$ cat config.mk
export PLATFORM = sky130hd
export DESIGN_NAME = lag_scan_scheduler
export DESIGN_NICKNAME = d
export VERILOG_FILES = /design/src/rtl/lag_scan_scheduler.sv
export SDC_FILE = /design/constraint.sdc
export NUM_CORES = 1
export LEC_CHECK = 0
export BUFFER_PORTS_ARGS = -buffer_cell sky130_fd_sc_hd__buf_2
export CORE_AREA = 2 2 238 240
export DETAILED_ROUTE_END_ITERATION = 6
export DIE_AREA = 0 0 240 242
export PLACE_DENSITY = 0.56
export SLEW_MARGIN = 20
export SYNTH_ARGS = -nofsm -noshare
export SYNTH_HDL_FRONTEND = slang
export SYNTH_SLANG_ARGS = --single-unit
$ cat constraint.sdc
create_clock -name intclk -period 9.85 [get_ports intclk]
set_clock_uncertainty 0.05 [all_clocks]
set_input_delay 1.4775 -clock intclk [delete_from_list [all_inputs] [get_ports intclk]]
set_output_delay 1.4775 -clock intclk [all_outputs]
set_load 0.005 [all_outputs]
$ cat src/rtl/lag_scan_scheduler.sv
// Lag sweep sequencer: dwells on each lag step, requests a readout frame, then advances every
// enabled channel through one shared adder/comparator. Optional build macro: SCAN_WRAP_EN.
module lag_scan_scheduler #(
  parameter int NUM_INPUTS  = 8,
  parameter int LAG_WIDTH   = 20,
  parameter int INC_WIDTH   = 12,
  parameter int DWELL_WIDTH = 24
) (
  input  logic                            intclk,
  input  logic                            reset_n,
  input  logic                            enable,
  input  logic                            capture,
  input  logic [NUM_INPUTS-1:0]           scan_en,
  input  logic [NUM_INPUTS*LAG_WIDTH-1:0] start_a,
  input  logic [NUM_INPUTS*LAG_WIDTH-1:0] len_a,
  input  logic [NUM_INPUTS*INC_WIDTH-1:0] increment_a,
  input  logic [DWELL_WIDTH-1:0]          dwell,
  input  logic                            frame_ack,
  output logic [NUM_INPUTS*LAG_WIDTH-1:0] current_a,
  output logic                            frame_req,
  output logic                            scan_done,
  output logic                            busy
);

  localparam int PTR_W = (NUM_INPUTS > 1) ? $clog2(NUM_INPUTS) : 1;
  localparam int SUM_W = LAG_WIDTH + 1;
  localparam logic [PTR_W-1:0] PTR_LAST = PTR_W'(NUM_INPUTS - 1);

  localparam logic [2:0] S_IDLE    = 3'd0;
  localparam logic [2:0] S_DWELL   = 3'd1;
  localparam logic [2:0] S_REQ     = 3'd2;
  localparam logic [2:0] S_ADVANCE = 3'd3;
  localparam logic [2:0] S_DONE    = 3'd4;

  logic [2:0]             state;
  logic [DWELL_WIDTH-1:0] dwell_cnt;
  logic [PTR_W-1:0]       ptr;
  logic [NUM_INPUTS-1:0]  finished;
  logic [LAG_WIDTH-1:0]   cur [NUM_INPUTS];

  logic [LAG_WIDTH-1:0]   sel_cur;
  logic [LAG_WIDTH-1:0]   sel_start;
  logic [LAG_WIDTH-1:0]   sel_len;
  logic [INC_WIDTH-1:0]   sel_inc;
  logic                   sel_fin;
  logic [SUM_W-1:0]       step_sum;
  logic [SUM_W-1:0]       sweep_end;
  logic                   step_ok;
  logic [NUM_INPUTS-1:0]  finished_upd;
  logic [DWELL_WIDTH-1:0] dwell_last;

  for (genvar g = 0; g < NUM_INPUTS; g++) begin : g_out
    assign current_a[g*LAG_WIDTH +: LAG_WIDTH] = cur[g];
  end

  // Channel mux feeding the single shared adder/comparator.
  // NOTE: every always_comb output gets a default first, so no path can infer a latch.
  always_comb begin
    sel_cur   = '0;
    sel_start = '0;
    sel_len   = '0;
    sel_inc   = '0;
    sel_fin   = 1'b1;
    for (int i = 0; i < NUM_INPUTS; i++) begin
      if (ptr == PTR_W'(i)) begin
        sel_cur   = cur[i];
        sel_start = start_a[i*LAG_WIDTH +: LAG_WIDTH];
        sel_len   = len_a[i*LAG_WIDTH +: LAG_WIDTH];
        sel_inc   = increment_a[i*INC_WIDTH +: INC_WIDTH];
        sel_fin   = finished[i];
      end
    end
  end

  // End of sweep is computed one bit wider so start+len never wraps.
  assign step_sum   = SUM_W'(sel_cur) + SUM_W'(sel_inc);
  assign sweep_end  = SUM_W'(sel_start) + SUM_W'(sel_len);
  assign step_ok    = !sel_fin && (sel_inc != '0) && (step_sum <= sweep_end);
  assign dwell_last = (dwell == '0) ? '0 : dwell - DWELL_WIDTH'(1);

  always_comb begin
    finished_upd = finished;
    for (int i = 0; i < NUM_INPUTS; i++) begin
      if ((ptr == PTR_W'(i)) && !step_ok) finished_upd[i] = 1'b1;
    end
  end

  // NOTE: sequential state uses non-blocking assignments only, so every register samples
  // pre-edge values regardless of statement order within the block.
  always_ff @(posedge intclk or negedge reset_n) begin
    if (!reset_n) begin
      state     <= S_IDLE;
      dwell_cnt <= '0;
      ptr       <= '0;
      finished  <= '0;
      frame_req <= 1'b0;
      scan_done <= 1'b0;
      busy      <= 1'b0;
      // NOTE: cur is a per-channel register bank, not a RAM, so it takes the async reset.
      for (int i = 0; i < NUM_INPUTS; i++) cur[i] <= '0;
    end else if (enable) begin
      if ((state != S_IDLE) && !capture) begin
        state     <= S_IDLE;
        frame_req <= 1'b0;
        scan_done <= 1'b0;
        finished  <= '0;
        busy      <= 1'b0;
      end else begin
        case (state)
          S_IDLE: begin
            for (int i = 0; i < NUM_INPUTS; i++) cur[i] <= start_a[i*LAG_WIDTH +: LAG_WIDTH];
            if (capture) begin
              state     <= S_DWELL;
              dwell_cnt <= '0;
              finished  <= ~scan_en;
              busy      <= 1'b1;
            end
          end

          S_DWELL: begin
            scan_done <= 1'b0;
            dwell_cnt <= dwell_cnt + DWELL_WIDTH'(1);
            if (dwell_cnt == dwell_last) begin
              state     <= S_REQ;
              frame_req <= 1'b1;
            end
          end

          S_REQ: begin
            if (frame_ack) begin
              frame_req <= 1'b0;
              ptr       <= '0;
              state     <= S_ADVANCE;
            end
          end

          S_ADVANCE: begin
            for (int i = 0; i < NUM_INPUTS; i++) begin
              if ((ptr == PTR_W'(i)) && step_ok) cur[i] <= step_sum[LAG_WIDTH-1:0];
            end
            finished <= finished_upd;
            if (ptr == PTR_LAST) begin
              ptr <= '0;
              if (&finished_upd) begin
`ifdef SCAN_WRAP_EN
                // Restart the sweep; this later reload overrides the step update above.
                for (int i = 0; i < NUM_INPUTS; i++) cur[i] <= start_a[i*LAG_WIDTH +: LAG_WIDTH];
                finished  <= ~scan_en;
                scan_done <= 1'b1;
                dwell_cnt <= '0;
                state     <= S_DWELL;
`else
                scan_done <= 1'b1;
                state     <= S_DONE;
`endif
              end else begin
                dwell_cnt <= '0;
                state     <= S_DWELL;
              end
            end else begin
              ptr <= ptr + PTR_W'(1);
            end
          end

          S_DONE: scan_done <= 1'b1;

          default: begin
            state <= S_IDLE;
            busy  <= 1'b0;
          end
        endcase
      end
    end
  end

endmodule

### Word-level counts from Yosys, hierarchy flattened

Cells that the tools add are included.

* logic and storage cells: 190
* output and inout bits: 163
* bits in registers: 201

* magnitude comparators: 1
* add/subtract/negate cells: 5
* reduce and logical (&&, ||, !) cells: 50
* multiplexer cells: 86
* equality and inequality tests: 31
* bitwise operators: 2

Operators by type and width (number)
* 2-to-1 mux 20 bit: 32
* case mux 160 bit (2 select lines): 1
* 2-to-1 mux 12 bit: 8
* 2-to-1 mux 24 bit: 4
* case mux 24 bit (3 select lines): 1
* AND reduction 4 bit: 11
* inequality test 2 bit (second input constant): 13
* adder 24 x 1 -> 24 bit (second input constant): 1
* equality test 24 bit: 1
* zero test 24 bit: 1
* 2-to-1 mux 1 bit: 24
* 2-to-1 mux 3 bit: 8
* subtractor 24 x 1 -> 24 bit (second input constant): 1
* adder 20 x 12 -> 21 bit: 1
* adder 20 x 20 -> 21 bit: 1
* <= comparator 21 bit: 1
* logical AND 1 bit: 19
* 2-to-1 mux 8 bit: 2
* case mux 8 bit (2 select lines): 1
* equality test 3 bit (second input constant): 5
* inequality test 3 bit (second input constant): 5
* case mux 3 bit (5 select lines): 1
* equality test 3 x 2 -> 1 bit (second input constant): 4
* AND reduction 6 bit: 2
* 17 further kinds: 27

### Logic depth before layout (Yosys ltp)

Gate-level depths: netlist of run 1.

* depth in word-level cells: 20
* depth in mapped cells: 41
* depth with buffers taken out: 34

### Worst setup path before layout of run 1

No wires, ideal clock.

* kind: reg-to-reg
* start point: register ptr[2]
* end point: register cur (netlist bit current_a[15])
* setup slack: 2055 ps
* path buffers: 9
* setup time: 139 ps
* period minus slack after synthesis: 7795 ps
* arrival time: 7606 ps
* cell stages (with the launch flop): 41
* cells stage by stage: dfrtp_1 > buf_2 > inv_1 > clkbuf_1 > ha_1 > buf_2 > buf_1 > clkbuf_1 > clkbuf_1 > clkbuf_1 > clkbuf_1 > nand2_1 > o311ai_0 > o211ai_1 > nand3_1 > o21ai_0 > o21ai_0 > ha_1 > [... 5 more ...] > o211ai_1 > a21boi_0 > o21a_1 > o21a_1 > o21ai_0 > nand2b_1 > xnor2_1 > ha_1 > a21oi_1 > o21ai_0 > or3_1 > o211ai_1 > a22oi_1 > a2111oi_4 > o22ai_1 > clkbuf_1 > nand2_1 > o31ai_1

* word-level cells in the longest chain between the ends: 15
* elaborated cells on any way between the ends: 60
* classes of those cells: add/sub: 2; order compare: 1; eq/ne: 8; mux: 42; reduce/logical: 7

Ends and longest elaborated chain
* from (decl): RTL line 37 `logic [PTR_W-1:0] ptr;`
* from (signal assigned): RTL line 161 `ptr <= ptr + PTR_W'(1);`
* zero test 3 bit: RTL line 65, 139
* 2-to-1 mux 20 bit, or another cell as far along (8 in a row): RTL line 65 `if (ptr == PTR_W'(i)) begin`
* adder 20 x 12 -> 21 bit, or another cell as far along: RTL line 76 `assign step_sum = SUM_W'(sel_cur) + SUM_W'(sel_inc);`
* <= comparator 21 bit or logical AND 1 bit (tied branches): RTL line 78 `assign step_ok = !sel_fin && (sel_inc != '0) && (step_sum <= sweep_end);`
* logical AND 1 bit: RTL line 78
* logical AND 1 bit: RTL line 139 `if ((ptr == PTR_W'(i)) && step_ok) cur[i] <= step_sum[LAG_WIDTH-1:0];`
* inequality test 2 bit (no line)
* AND reduction 4 bit (no line)
* to (signal, indexed assignment): RTL line 139
* to (decl): RTL line 39 `logic [LAG_WIDTH-1:0] cur [NUM_INPUTS];`

Parallel ways exist; a longest one is shown, timed or not. The select of a mux whose other input is x is not followed.
A chain may end at the register's enable or synchronous reset.

### Final worst setup path of run 1

* start point: register ptr[1]
* end point: register cur (netlist bit current_a[151])

* word-level cells in the longest chain between the ends: 15
* elaborated cells on any way between the ends: 60
* classes of those cells: add/sub: 2; order compare: 1; eq/ne: 8; mux: 42; reduce/logical: 7

Ends and longest elaborated chain (RTL line)
* zero test 3 bit: 65
* 2-to-1 mux 20 bit, or another cell as far along (8 in a row): 65
* adder 20 x 12 -> 21 bit, or another cell as far along: 76
* <= comparator 21 bit or logical AND 1 bit (tied branches): 78
* logical AND 1 bit: 78
* logical AND 1 bit: 139
* inequality test 2 bit (no line)
* AND reduction 4 bit (no line)

Parallel ways exist; a longest one is shown, timed or not. The select of a mux whose other input is x is not followed.

==> results of run 1 <==
## cell type report
class	instances	area (µm²)	area share [%]
timing repair buffer	654	3438	15.62
inverter	39	146.4	0.6649
sequential	201	5031	22.85
tap	756	945.9	4.296
antenna	27	67.56	0.3069
clock inverter	11	110.1	0.5001
clock buffer	36	749.5	3.404
multi-input combinational	1946	11530	52.36
## per-layer routing
metal  vias to the layer above  share of wire (%)  track usage (%)
met2                      1059                 46            49.17
met5                         -              0.088                0
met4                        14                3.3            10.45
met1                     10270                 41            42.53
li1                       9789                  -                -
met3                       156                9.4            6.780
## cells in the mapped netlist, types with 42 or more instances
cell type and count:
o21ai_0 266, o211ai_1 61, a21oi_1 159, ha_1 61, nand2_1 447, nand3_1 82
clkbuf_1 152, o311ai_0 57, nor3_1 42, dfrtp_1 201, nor2_1 216, a31oi_1 70
a221oi_1 68
## flip-flops by register name, summed over array words and instances, names as in the netlist
name and flops:
busy 1, current_a 160, dwell_cnt 24, finished 8, frame_req 1, ptr 3, scan_done 1, state 3
## cell families (layout without fill, tap and decap cells)
family | Yosys count | count (layout) | share of synthesized area [%]
AOI/OAI and AO/OA | 870 | 870 | 32.80
other | 0 | 27 | 0
muxes | 10 | 10 | 0.5984
buffers and inverters | 240 | 740 | 5.443
and+or+nand+nor | 944 | 944 | 24.49
xor gates and xnor gates | 59 | 59 | 3.057
DFF | 201 | 201 | 28.98
adders and majority gates | 63 | 63 | 4.628
## final timing paths
path	from	to	slack (ps)	cells after the start
worst max-delay path	ptr[1]$_DFFE_PN0P_	current_a[151]$_DFFE_PN0P_	970	31
worst min-delay path	frame_req$_DFFE_PN0P_	frame_req$_DFFE_PN0P_	420	2
worst max register to register	ptr[1]$_DFFE_PN0P_	current_a[151]$_DFFE_PN0P_	970	31
worst min register to register	frame_req$_DFFE_PN0P_	frame_req$_DFFE_PN0P_	420	2
max in group asynchronous	reset_n	current_a[126]$_DFFE_PN0P_	7440	2
min in group asynchronous	reset_n	current_a[150]$_DFFE_PN0P_	860	1
## power by group through the flow
stage	combinational [mW]	sequential [mW]	clock, mW
after global routing	6.83	1.65	1.04
after detailed placement	6.13	1.61	0
after floorplan	3.94	1.47	0
final	6.23	1.62	0.991
after global placement	6.05	1.61	0
after CTS	6.16	1.60	1.00
## critical path: cells and delay by family (launching register included)
| kind | cells | cell delay [ps] |
|---|---|---|
| compound gates | 17 | 4250 |
| simple gates | 7 | 2050 |
| fa+ha+maj | 4 | 1450 |
| buf+inv | 3 | 460 |
| flops | 1 | 410 |
## through the flow
step,hold WS (ps),total power [mW],cells,instance area (µm²)
finish,418.2,8.842,3670,22020
global route,454.6,9.519,3662,22000
CTS,425.6,8.766,3641,21910
detailed placement,412.6,7.745,3594,21050
global placement,401.6,7.659,3594,21010
floorplan,409.4,5.408,2387,17360
==> results.md, run 1 <==
Status:
- The run finished with clean final reports.

Pwr:
- The cell internal power dissipation is 4.141 mW.
- The total power per unit cell area is 401.6 nW/µm².
- Net switching is 53.16% of the power.
- The net switching power of the design is 4.700 mW.
- The static leakage power is 9.758 nW.
- The fraction of power consumed by sequential logic is 18.3%.
- The combinational group share of total power is 70.5%.
- VDD sags by at most 233.3 µV.
- The clock group share of total power is 11.2%.

Clock network:
- The number of buffers created by CTS is 26.
- The number of buffers added to fix hold violations after cts is 0.
- In this run the deepest clock path goes through 3 buffers.
- Clock tree synthesis found a total of 201 sinks.
- The CTS clock-pin slew for the worst setup and hold paths is 60 ps.
- After clock tree synthesis, the repair step resized 0 gates.
- The number of H-tree levels is 1.
- The clock root buffer master is clkbuf_16.
- The clock reaches the later pin of the worst-skew pair after 570 ps.
- TritonCTS built the clock tree.
- Once the clock tree was built, the setup fixing pass inserted 0 buffers.

Timing:
- The final cycle utilization of the critical path is 90.15%.
- The number of slew-limit violations in the final report was 0.
- The final setup violation count is 0.
- Setup repair after global routing left no endpoint under its margin.
- The worst-margin pin slew is 1155 ps.
- The final hold violation count is 0.
- The achievable clock frequency is 0.1126 GHz.
- For the finished layout, the period the worst path requires is 8879 ps.
- The final setup TNS is 0 ps.
- The worst pin sits at a relative slew slack of 22.02%.
- Setup slack closes at 970.5 ps.

Finish:
- The area growth from synthesis to layout is 26.85%.
- Leaving out fill and tap cells, the most frequent cell in the layout is buf_2.
- The final standard cell utilization of the core is 39.50%.
- Leaving out fill and tap cells, the most frequent cells in the layout are buf_2 (614), nand2_1 (442), o21ai_0 (266), nor2_1 (212), dfrtp_1 (200).
- The number of inserted filler cells in the final layout is 6027.
- The number of nets in the final layout is 3384.
- The post-route netlist has 26.15% of its cells at a drive strength greater than 1.

Critical path:
- STA classifies the critical path startpoint as a flop.
- The largest fanout on the critical path is 23.
- For the worst setup path, the data arrival time is 9230 ps.
- The slowest cell on the critical path is a21oi_1.
- The worst setup path is captured at a flop.
- The kind of critical path is reg2reg.
- The critical path's largest stage delay is 760 ps.
- At the worst endpoint, the required time is 10200 ps.

Global route:
- The via count of the first global-routing pass was 20140.
- The global route total overflow is 0.
- The all-layer global routing usage is 31.34%.
- The initial antenna violation count is 34.
- The pin count of the biggest net entering global routing is 93.
- The wire length of the first global-routing pass is 136700 µm.

Die:
- The full die area is 58080 µm².
- The floorplan step set the die width to 240 µm.
- The die is 242 µm tall.
- In this run the standard cell core region covers 55730 µm².
- For this design the top-level I/O count stands at 616.
- The effective utilization at floorplan is 31.14%.
- The site row count is 87.

Synth:
- The fraction of synthesis flops using an asynchronous set or reset pin is 100.0%.
- The library cell with the largest summed area after synthesis is dfrtp_1.
- The number of warnings reported in the yosys synthesis log is 0.
- The synthesized design contains 201 register bits.
- The synthesized design devotes to its leading area cell type 28.98% of total area.
- The average size of a mapped cell is 7.271 µm².
- Among all flip-flop cells after synthesis, the most frequent one is dfrtp_1.
- In this run, synthesis inferred 0 flip-flops with an integrated enable.
- The cell area after synthesis is 17360 µm².
- The gate count after technology mapping is 2387.
- The unique cell type count in the Yosys netlist is 83.
- The fraction of the yosys area taken by sequential cells is 28.98%.
- After synthesis, the cell types taking the most area are dfrtp_1 (29%), nand2_1 (9.7%), o21ai_0 (7.7%), nor2_1 (4.7%), a21oi_1 (4.6%).
- Counting every net in the synthesized netlist gives 2903.

Place:
- The HPWL after detailed placement is 74840 µm.
- The worst setup slack after placement is 509.1 ps.
- The count of port buffers added during placement is 615.
- The congestion estimate from routability-driven global placement came to 1.009.

Drt:
- The first detailed-routing pass ran for 5 iterations.
- For this block, the routed nets add up to 94720 µm of wire.
- The post-detailed-route wirelength per cell is 25.81 µm.
- The number of design rule violations left after detail routing is 0.
- The detailed-route vias per instance is 5.801.
- In this run the remaining antenna-violating nets after routing total 0.
- For this block, the via count after detailed routing is 21290.
- After the first detailed-routing iteration, the DRC count stood at 2177.

Min path:
- The worst hold path class is reg2reg.

Flow run:
- The tool flagged a number of max-cap violations equal to 0.
Power figures use the tool's default switching activity.
==> run 2: changes to the inputs <==
- ABC_AREA: default -> 1
- PLACE_DENSITY: 0.56 -> 0.57
==> results.md, run 2 <==
Critical path:
- The most prevalent standard cell on the critical path is o21ai_0.
- The critical path's largest stage delay came to 810 ps (+50 ps).
- The critical path arrival was 9230 ps (about the same).
- The largest fanout on the critical path is 30 (+30%).
- STA classifies the critical path endpoint as a flop.
- The worst register-to-register path ends at current_a[60]$_DFFE_PN0P_.
- The worst reg-to-reg path cell count came to 41 (+32%).
- The startpoint identified for the worst register-to-register timing path is ptr[1]$_DFFE_PN0P_.
- The critical path is of the reg2reg type.
- The register-to-register path setup slack came to 980 ps (about the same).
- Among all stages on the critical path, the largest delay is contributed by inv_1.
- The worst setup path is launched from a flop.
- The data required time of the critical path is 10210 ps (about the same).

Clock network:
- The number of buffers created by CTS was 27 (+3.8%).
- The post-CTS resize count is 0 (unchanged).
- The clock root buffer master is clkbuf_16.
- The maximum number of buffers from clock root to sink was 3 (unchanged).
- The clock latency at the later pin of the worst-skew pair is 580 ps (about the same).
- The number of buffers added for setup after CTS is 0 (unchanged).
- The number of H-tree levels is 1 (unchanged).
- The clock tree from TritonCTS is yes.
- The number of buffers added to fix hold violations after cts is 0 (unchanged).
- The CTS clock-pin slew for the worst setup and hold paths is 60 ps (about the same).
- The total number of clock tree sinks came to 201 (unchanged).

Status:
- The flow ran to the end, and the final reports show no timing, DRC or antenna violations.

Die:
- The effective utilization at floorplan is 31.15% (about the same).
- The full die area is 58080 µm² (unchanged).
- The die span in y is 242 µm (unchanged).
- The die extent in x came to 240 µm (unchanged).
- The site row count is 87 (unchanged).
- The area of the core is 55730 µm² (unchanged).
- The count of pins on the block boundary is 616 (unchanged).

Finish:
- In the layout the commonest cells are nand2_1 (682), buf_2 (614), nor2_1 (371), a21oi_1 (218), dfrtp_1 (201).
- The number of nets in the final layout is 3689 (+9.0%).
- Leaving out fill and tap cells, the most frequent cell in the layout is nand2_1.
- The number of inserted filler cells in the final layout is 6291 (+4.4%).
- The growth of design area from synthesis to finish is 25.75%.
- The number of flip-flops under the largest register name is 160 (unchanged).
- The layout cell share with drive strength beyond 1 is 22.83% (-3.3 points).

Synth:
- The cell area after synthesis is 17360 µm² (about the same).
- The top flip-flop cell by instance count after synthesis is dfrtp_1.
- The gate count after technology mapping is 2668 (+12%).
- Sorting the synthesized cells by area gives the leading types as dfrtp_1 (29%), nand2_1 (15%), nor2_1 (8.1%), a21oi_1 (6.3%), a31oi_1 (4.7%).
- The area fraction of the dominant cell type after synthesis is 28.97% (about the same).
- The fraction of synthesis flops using an asynchronous set or reset pin came to 100.0% (unchanged).
- The number of warnings reported in the yosys synthesis log is 0 (unchanged).
- The count of flip-flops with a built-in enable after synthesis is 0 (unchanged).
- The library cell with the largest summed area after synthesis is dfrtp_1.
- Yosys instantiated no cell more often than nand2_1.
- The unique cell type count in the Yosys netlist came to 58 (-30%).
- The net count after synthesis is 3184 (+9.7%).
- The average size of a mapped cell is 6.507 µm² (-11%).
- In the synthesized netlist, the cells that appear most often are nand2_1 (684), nor2_1 (373), a21oi_1 (218), dfrtp_1 (201), inv_1 (176).
- The total of flip-flops plus latches after synthesis was 201 (unchanged).
- The fraction of the yosys area taken by sequential cells is 28.97% (about the same).

Timing:
- The final cycle utilization of the critical path is 90.03% (-0.11 points).
- The minimum period implied by the final worst setup slack is 8868 ps (-11.29 ps).
- The achievable clock frequency is 0.1128 GHz (+0.13%).
- The final setup TNS is 0 ps (unchanged).
- The number of slew-limit violations in the final report is 0 (unchanged).
- Setup repair after global routing left no endpoint under its margin.
- The post-layout worst setup margin is 981.8 ps (+11.29 ps).
- The remaining max-slew budget at the tightest pin came to 30.88% (+8.9 points).
- The final hold violation count is 0 (unchanged).
- The final setup violation count is 0 (unchanged).
- The worst-margin pin slew is 1037 ps (-118.2 ps).

Pwr:
- The total power per unit cell area is 497.2 nW/µm² (+24%).
- The static leakage power is 10.69 nW (+9.5%).
- The peak supply drop is 329.7 µV (+41%).

Min path:
- The instance count along the most critical hold path is 2 (unchanged).
- The source of the worst hold timing path is scan_done$_DFFE_PN0P_.
- The destination of the worst hold path is scan_done$_DFFE_PN0P_.
- The worst hold path belongs to the class reg2reg.

Drt:
- The number of antenna-violating nets in the routed design is 0 (unchanged).
- The total wire length came to 93610 µm (-1.2%).
- The number of detailed-routing iterations run before antenna repair was 7 (+2).
- The number of design rule violations left after detail routing is 0 (unchanged).
- The post-detailed-route wirelength per cell is 23.63 µm (-8.5%).
- The detailed-route vias per instance is 5.404 (-6.8%).
- The via count was 21410 (+0.57%).
- The number of design-rule violations left by the first detailed-router iteration is 2526 (+16%).

Place:
- The count of port buffers added during placement came to 615 (unchanged).
- The placer congestion estimate was 0.9729 (-3.6%).
- The worst setup slack after placement is 1074 ps (+565.2 ps).
- The final HPWL from detailed placement is 74510 µm (-0.45%).

Global route:
- The via count of the first global-routing pass was 19430 (-3.5%).
- The initial antenna violation count is 18 (-47%).
- The global route total overflow was 0 (unchanged).
- The pin count of the biggest net entering global routing was 94 (+1.1%).
- The all-layer global routing usage came to 31.03% (-0.31 points).
- The wire length of the first global-routing pass is 133200 µm (-2.6%).

Flow run:
- The count of maximum capacitance violations is 0 (unchanged).
[run 2: changes by cell type after synthesis, moves of 59 or more]
cell     delta
nand2_1   +237
nor2_1    +157
a21oi_1    +59
a31oi_1    +60
inv_1     +137
o21ai_0   -121
[run 2: cell families after synthesis]
family	synth area share (%)
fa+ha+maj	4.627
compound gates	24.63
buf+inv	8.526
xor+xnor	3.128
simple gates	30.05
flops	28.97
mux	0.05766
[run 2: worst max-delay path: cells and delay by family (launching register included)]
kind	cells	cell delay [ps]
and+or+nand+nor	12	1850
buffers and inverters	5	1230
AOI/OAI and AO/OA	20	3600
DFF	1	400
adders and majority gates	4	1520
[run 2: area by class of cell]
type | instances | area [µm²] | share of cell area, %
tap | 756 | 945.9 | 4.333
multi-input combinational | 2110 | 10910 | 49.98
timing repair buffer | 644 | 3317 | 15.19
clock buffer | 34 | 742.0 | 3.399
inverter | 189 | 716.9 | 3.284
antenna | 17 | 42.54 | 0.1949
clock inverter | 11 | 126.4 | 0.5789
sequential | 201 | 5030 | 23.04
[run 2: worst max-delay path by stage]
stage / to / start / slack (ps)
finish: current_a[60]$_DFFE_PN0P_ / ptr[1]$_DFFE_PN0P_ / 980
global route: current_a[64]$_DFFE_PN0P_ / ptr[1]$_DFFE_PN0P_ / 40
CTS: current_a[60]$_DFFE_PN0P_ / ptr[1]$_DFFE_PN0P_ / 1030
detailed placement: current_a[69]$_DFFE_PN0P_ / ptr[1]$_DFFE_PN0P_ / 1070
global placement: current_a[66]$_DFFE_PN0P_ / ptr[1]$_DFFE_PN0P_ / 1270
floorplan: current_a[123]$_DFFE_PN0P_ / ptr[2]$_DFFE_PN0P_ / 2880
[run 2: metal layers]
layer	GRT usage, %	share of wire (%)	vias up
met2	45.60	42	1126
met5	0	0	-
met4	9.244	3.2	0
met3	6.073	10	134
li1	-	-	10110
met1	45.53	44	10050
[run 2: per-stage QoR]
step	area (µm²)	hold slack [ps]	cells	power, mW	util (%)
after floorplan	17360	413.1	2668	6.724	-
after global placement	20920	402.3	3900	9.639	37.54
after detailed placement	20920	407.0	3900	9.637	37.54
after CTS	21790	422.4	3945	10.69	39.09
after global routing	21820	470.7	3956	11.83	39.14
final	21830	422.2	3962	10.85	39.17
[run 2: where the power goes]
part,switching (mW),leakage (nW),internal (mW),total (mW)
Combinational,5.50,7.94,2.79,8.29
Clock,0.422,0.431,0.583,1.01
Sequential,0.364,2.31,1.19,1.56
==> run 3: changes to the inputs <==
- PLACE_DENSITY: 0.57 -> 0.64
- SLEW_MARGIN: 20 -> 30
==> results.md, run 3 (synthesis gave the netlist of run 2 again) <==
Finish:
- The number of nets in the final layout is 3694 (+0.14%).
- The multi-input logic area was 10910 µm² (unchanged).
- The library cell used most frequently in the layout, excluding fill and tap cells, is nand2_1.
- The final standard cell area without fillers was 22000 µm² (+0.79%).
- The layout cell share with drive strength beyond 1 came to 23.10% (+0.27 points).
- The number of inserted filler cells in the final layout is 6140 (-2.4%).
- The top cell types in the final layout, fill and taps aside, are nand2_1 (682), buf_2 (614), nor2_1 (371), a21oi_1 (218), dfrtp_1 (201).
- The number of non-filler instances in the completed layout is 3967 (+0.13%).
- The total area of sequential cells is 5030 µm² (unchanged).
- The number of flip-flops under the largest register name is 160 (unchanged).
- The growth of design area from synthesis to finish is 26.74%.

Clock network:
- The total number of clock tree sinks is 201 (unchanged).
- The maximum number of buffers from clock root to sink is 3 (unchanged).
- TritonCTS built the clock tree.
- The number of buffers added to fix hold violations after cts was 0 (unchanged).
- The CTS clock-pin slew for the worst setup and hold paths was 60 ps (about the same).
- The number of H-tree levels is 1 (unchanged).
- The post-CTS resize count was 0 (unchanged).
- The number of buffers created by CTS is 27 (unchanged).
- The root buffer cell chosen for the clock tree is clkbuf_16.
- The clock latency at the later pin of the worst-skew pair is 580 ps (about the same).
- The number of buffers added for setup after CTS is 0 (unchanged).

Timing:
- Setup repair after global routing left no endpoint under its margin.
- The final setup TNS was 0 ps (unchanged).
- The remaining max-slew budget at the tightest pin was 32.27% (+1.4 points).
- The number of slew-limit violations in the final report is 0 (unchanged).
- The final worst hold slack is 433.5 ps (+11.39 ps).
- The final hold violation count is 0 (unchanged).
- The achievable clock frequency is 0.1114 GHz (-1.2%).
- The final setup violation count is 0 (unchanged).
- The minimum period implied by the final worst setup slack was 8975 ps (+106.4 ps).
- The final cycle utilization of the critical path is 91.11% (+1.1 points).
- The post-layout worst setup margin is 875.4 ps (-106.4 ps).
- The worst-margin pin slew came to 1016 ps (-20.86 ps).

Place:
- The final HPWL from detailed placement is 73270 µm (-1.7%).
- The placer congestion estimate came to 1.071 (+10%).
- The total instance count after detailed placement came to 3905 (+0.13%).
- The worst setup slack after placement was 1063 ps (-11.19 ps).
- The placed instance area is 20970 µm² (+0.23%).
- The count of port buffers added during placement is 615 (unchanged).

Drt:
- The number of design-rule violations left by the first detailed-router iteration is 2421 (-4.2%).
- The total wire length came to 92500 µm (-1.2%).
- The post-detailed-route wirelength per cell is 23.32 µm (-1.3%).
- The detailed-route vias per instance is 5.453 (+0.91%).
- The number of antenna-violating nets in the routed design is 0 (unchanged).
- The number of design rule violations left after detail routing was 1 (+1).
- The via count came to 21630 (+1.0%).
- The number of detailed-routing iterations run before antenna repair came to 7 (unchanged).

Flow run:
- The count of maximum capacitance violations is 0 (unchanged).

Global route:
- The global route total overflow came to 0 (unchanged).
- The met1 track demand over resource is 43.51% (-2.0 points).
- The all-layer global routing usage is 30.55% (-0.48 points).
- The via count of the first global-routing pass is 19430 (+0.010%).
- The wire length of the first global-routing pass is 131700 µm (-1.1%).
- The peak-usage layer in the global routing report is met2.
- The met3 capacity usage during global routing is 7.908% (+1.8 points).
- The initial antenna violation count is 24 (+6).
- The global-route track usage on met2 is 44.36% (-1.2 points).
- The pin count of the biggest net entering global routing is 119 (+27%).

Pwr:
- The fraction of power consumed by sequential logic is 13.9% (-0.4 points).
- The fraction of power spent switching nets is 57.10% (-0.82 points).
- The clock group share of total power came to 10.4% (+1.1 points).
- The combinational group share of total power is 75.7% (-0.7 points).
- The peak supply drop is 304.1 µV (-7.8%).
- The static leakage power was 10.77 nW (+0.80%).
- The cell internal power dissipation is 4.698 mW (+2.9%).
- The net switching power of the design came to 6.254 mW (-0.52%).
- The total power per unit cell area was 497.7 nW/µm² (+0.12%).

Min path:
- The startpoint identified for the worst hold timing path is scan_done$_DFFE_PN0P_.
- The path class of the tightest hold or removal check is reg2reg.

Critical path:
- The largest fanout on the critical path was 28 (-6.7%).
- The kind of critical path is reg2reg.
- The nature of the critical path startpoint is a flop.
- The critical path's largest stage delay was 580 ps (-230 ps).
- The data required time of the critical path came to 10300 ps (+90 ps).
- Tracing the worst setup path back leads to its startpoint at ptr[1]$_DFFE_PN0P_.
- The worst flop-to-flop path startpoint is ptr[1]$_DFFE_PN0P_.
- The critical path arrival was 9420 ps (+190 ps).
- The slowest stage of the critical path is the inv_2 cell.
- STA classifies the critical path endpoint as a flop.

Die:
- The area of the core came to 55730 µm² (unchanged).
- The die extent in x is 240 µm (unchanged).
- The full die area was 58080 µm² (unchanged).
- The effective utilization at floorplan came to 31.15% (unchanged).
- The die span in y was 242 µm (unchanged).
- The count of pins on the block boundary came to 616 (unchanged).
- The site row count is 87 (unchanged).

Status:
- The run finished, with violations left.
- The checks that failed: design-rule violations.
[run 3: changes by cell type in the layout (fill, tap and decap cells not counted), moves of 2 or more]
cell | before | now
buf_4 | 28 | 32
bufinv_16 | 2 | 6
inv_6 | 2 | 0
clkinv_4 | 0 | 3
o21ai_1 | 5 | 8
o21ai_0 | 145 | 142
diode_2 | 17 | 12
[run 3: layout make-up]
| cell class | instances | area share [%] |
|---|---|---|
| tap | 756 | 4.299 |
| antenna | 12 | 0.1365 |
| sequential | 201 | 22.86 |
| multi-input combinational | 2110 | 49.59 |
| clock inverter | 16 | 1.177 |
| timing repair buffer | 649 | 15.30 |
| inverter | 189 | 3.264 |
| clock buffer | 34 | 3.372 |
[run 3: final timing paths]
kind	end	slack [ps]	cells past startpoint
worst max-delay path	current_a[5]$_DFFE_PN0P_	880	41
worst min-delay path	scan_done$_DFFE_PN0P_	430	2
worst max register to register	current_a[5]$_DFFE_PN0P_	880	41
worst min register to register	scan_done$_DFFE_PN0P_	430	2
max in group asynchronous	dwell_cnt[6]$_DFFE_PN0P_	7670	2
min in group asynchronous	current_a[23]$_DFFE_PN0P_	860	1
[run 3: power groups by stage]
stage	clock network, mW	logic, mW	registers, mW
global route	1.17	9.12	1.56
CTS	1.15	8.13	1.51
global placement	0	8.05	1.52
floorplan	0	5.26	1.46
detailed placement	0	8.08	1.52
finish	1.14	8.29	1.52
[run 3: per-stage QoR]
step | util [%] | power [mW]
floorplan | - | 6.724
global placement | 37.62 | 9.567
detailed placement | 37.62 | 9.604
CTS | 39.42 | 10.78
global route | 39.45 | 11.85
finish | 39.48 | 10.95
[run 3: worst max-delay path, delay by kind of cell (launching register included)]
| kind | cells | cell delay (ps) |
|---|---|---|
| adder cells (fa/ha/maj) | 4 | 1560 |
| buffers and inverters | 6 | 1330 |
| AND/OR/NAND/NOR | 12 | 2030 |
| flip-flops | 1 | 400 |
| AO/OA/AOI/OAI | 19 | 3460 |
[run 3: metal layers]
| layer | wire length, µm | vias up |
|---|---|---|
| met5 | 105 | - |
| met4 | 3613 | 16 |
| met3 | 10520 | 160 |
| met2 | 38820 | 1261 |
| met1 | 39430 | 10070 |
| li1 | - | 10120 |
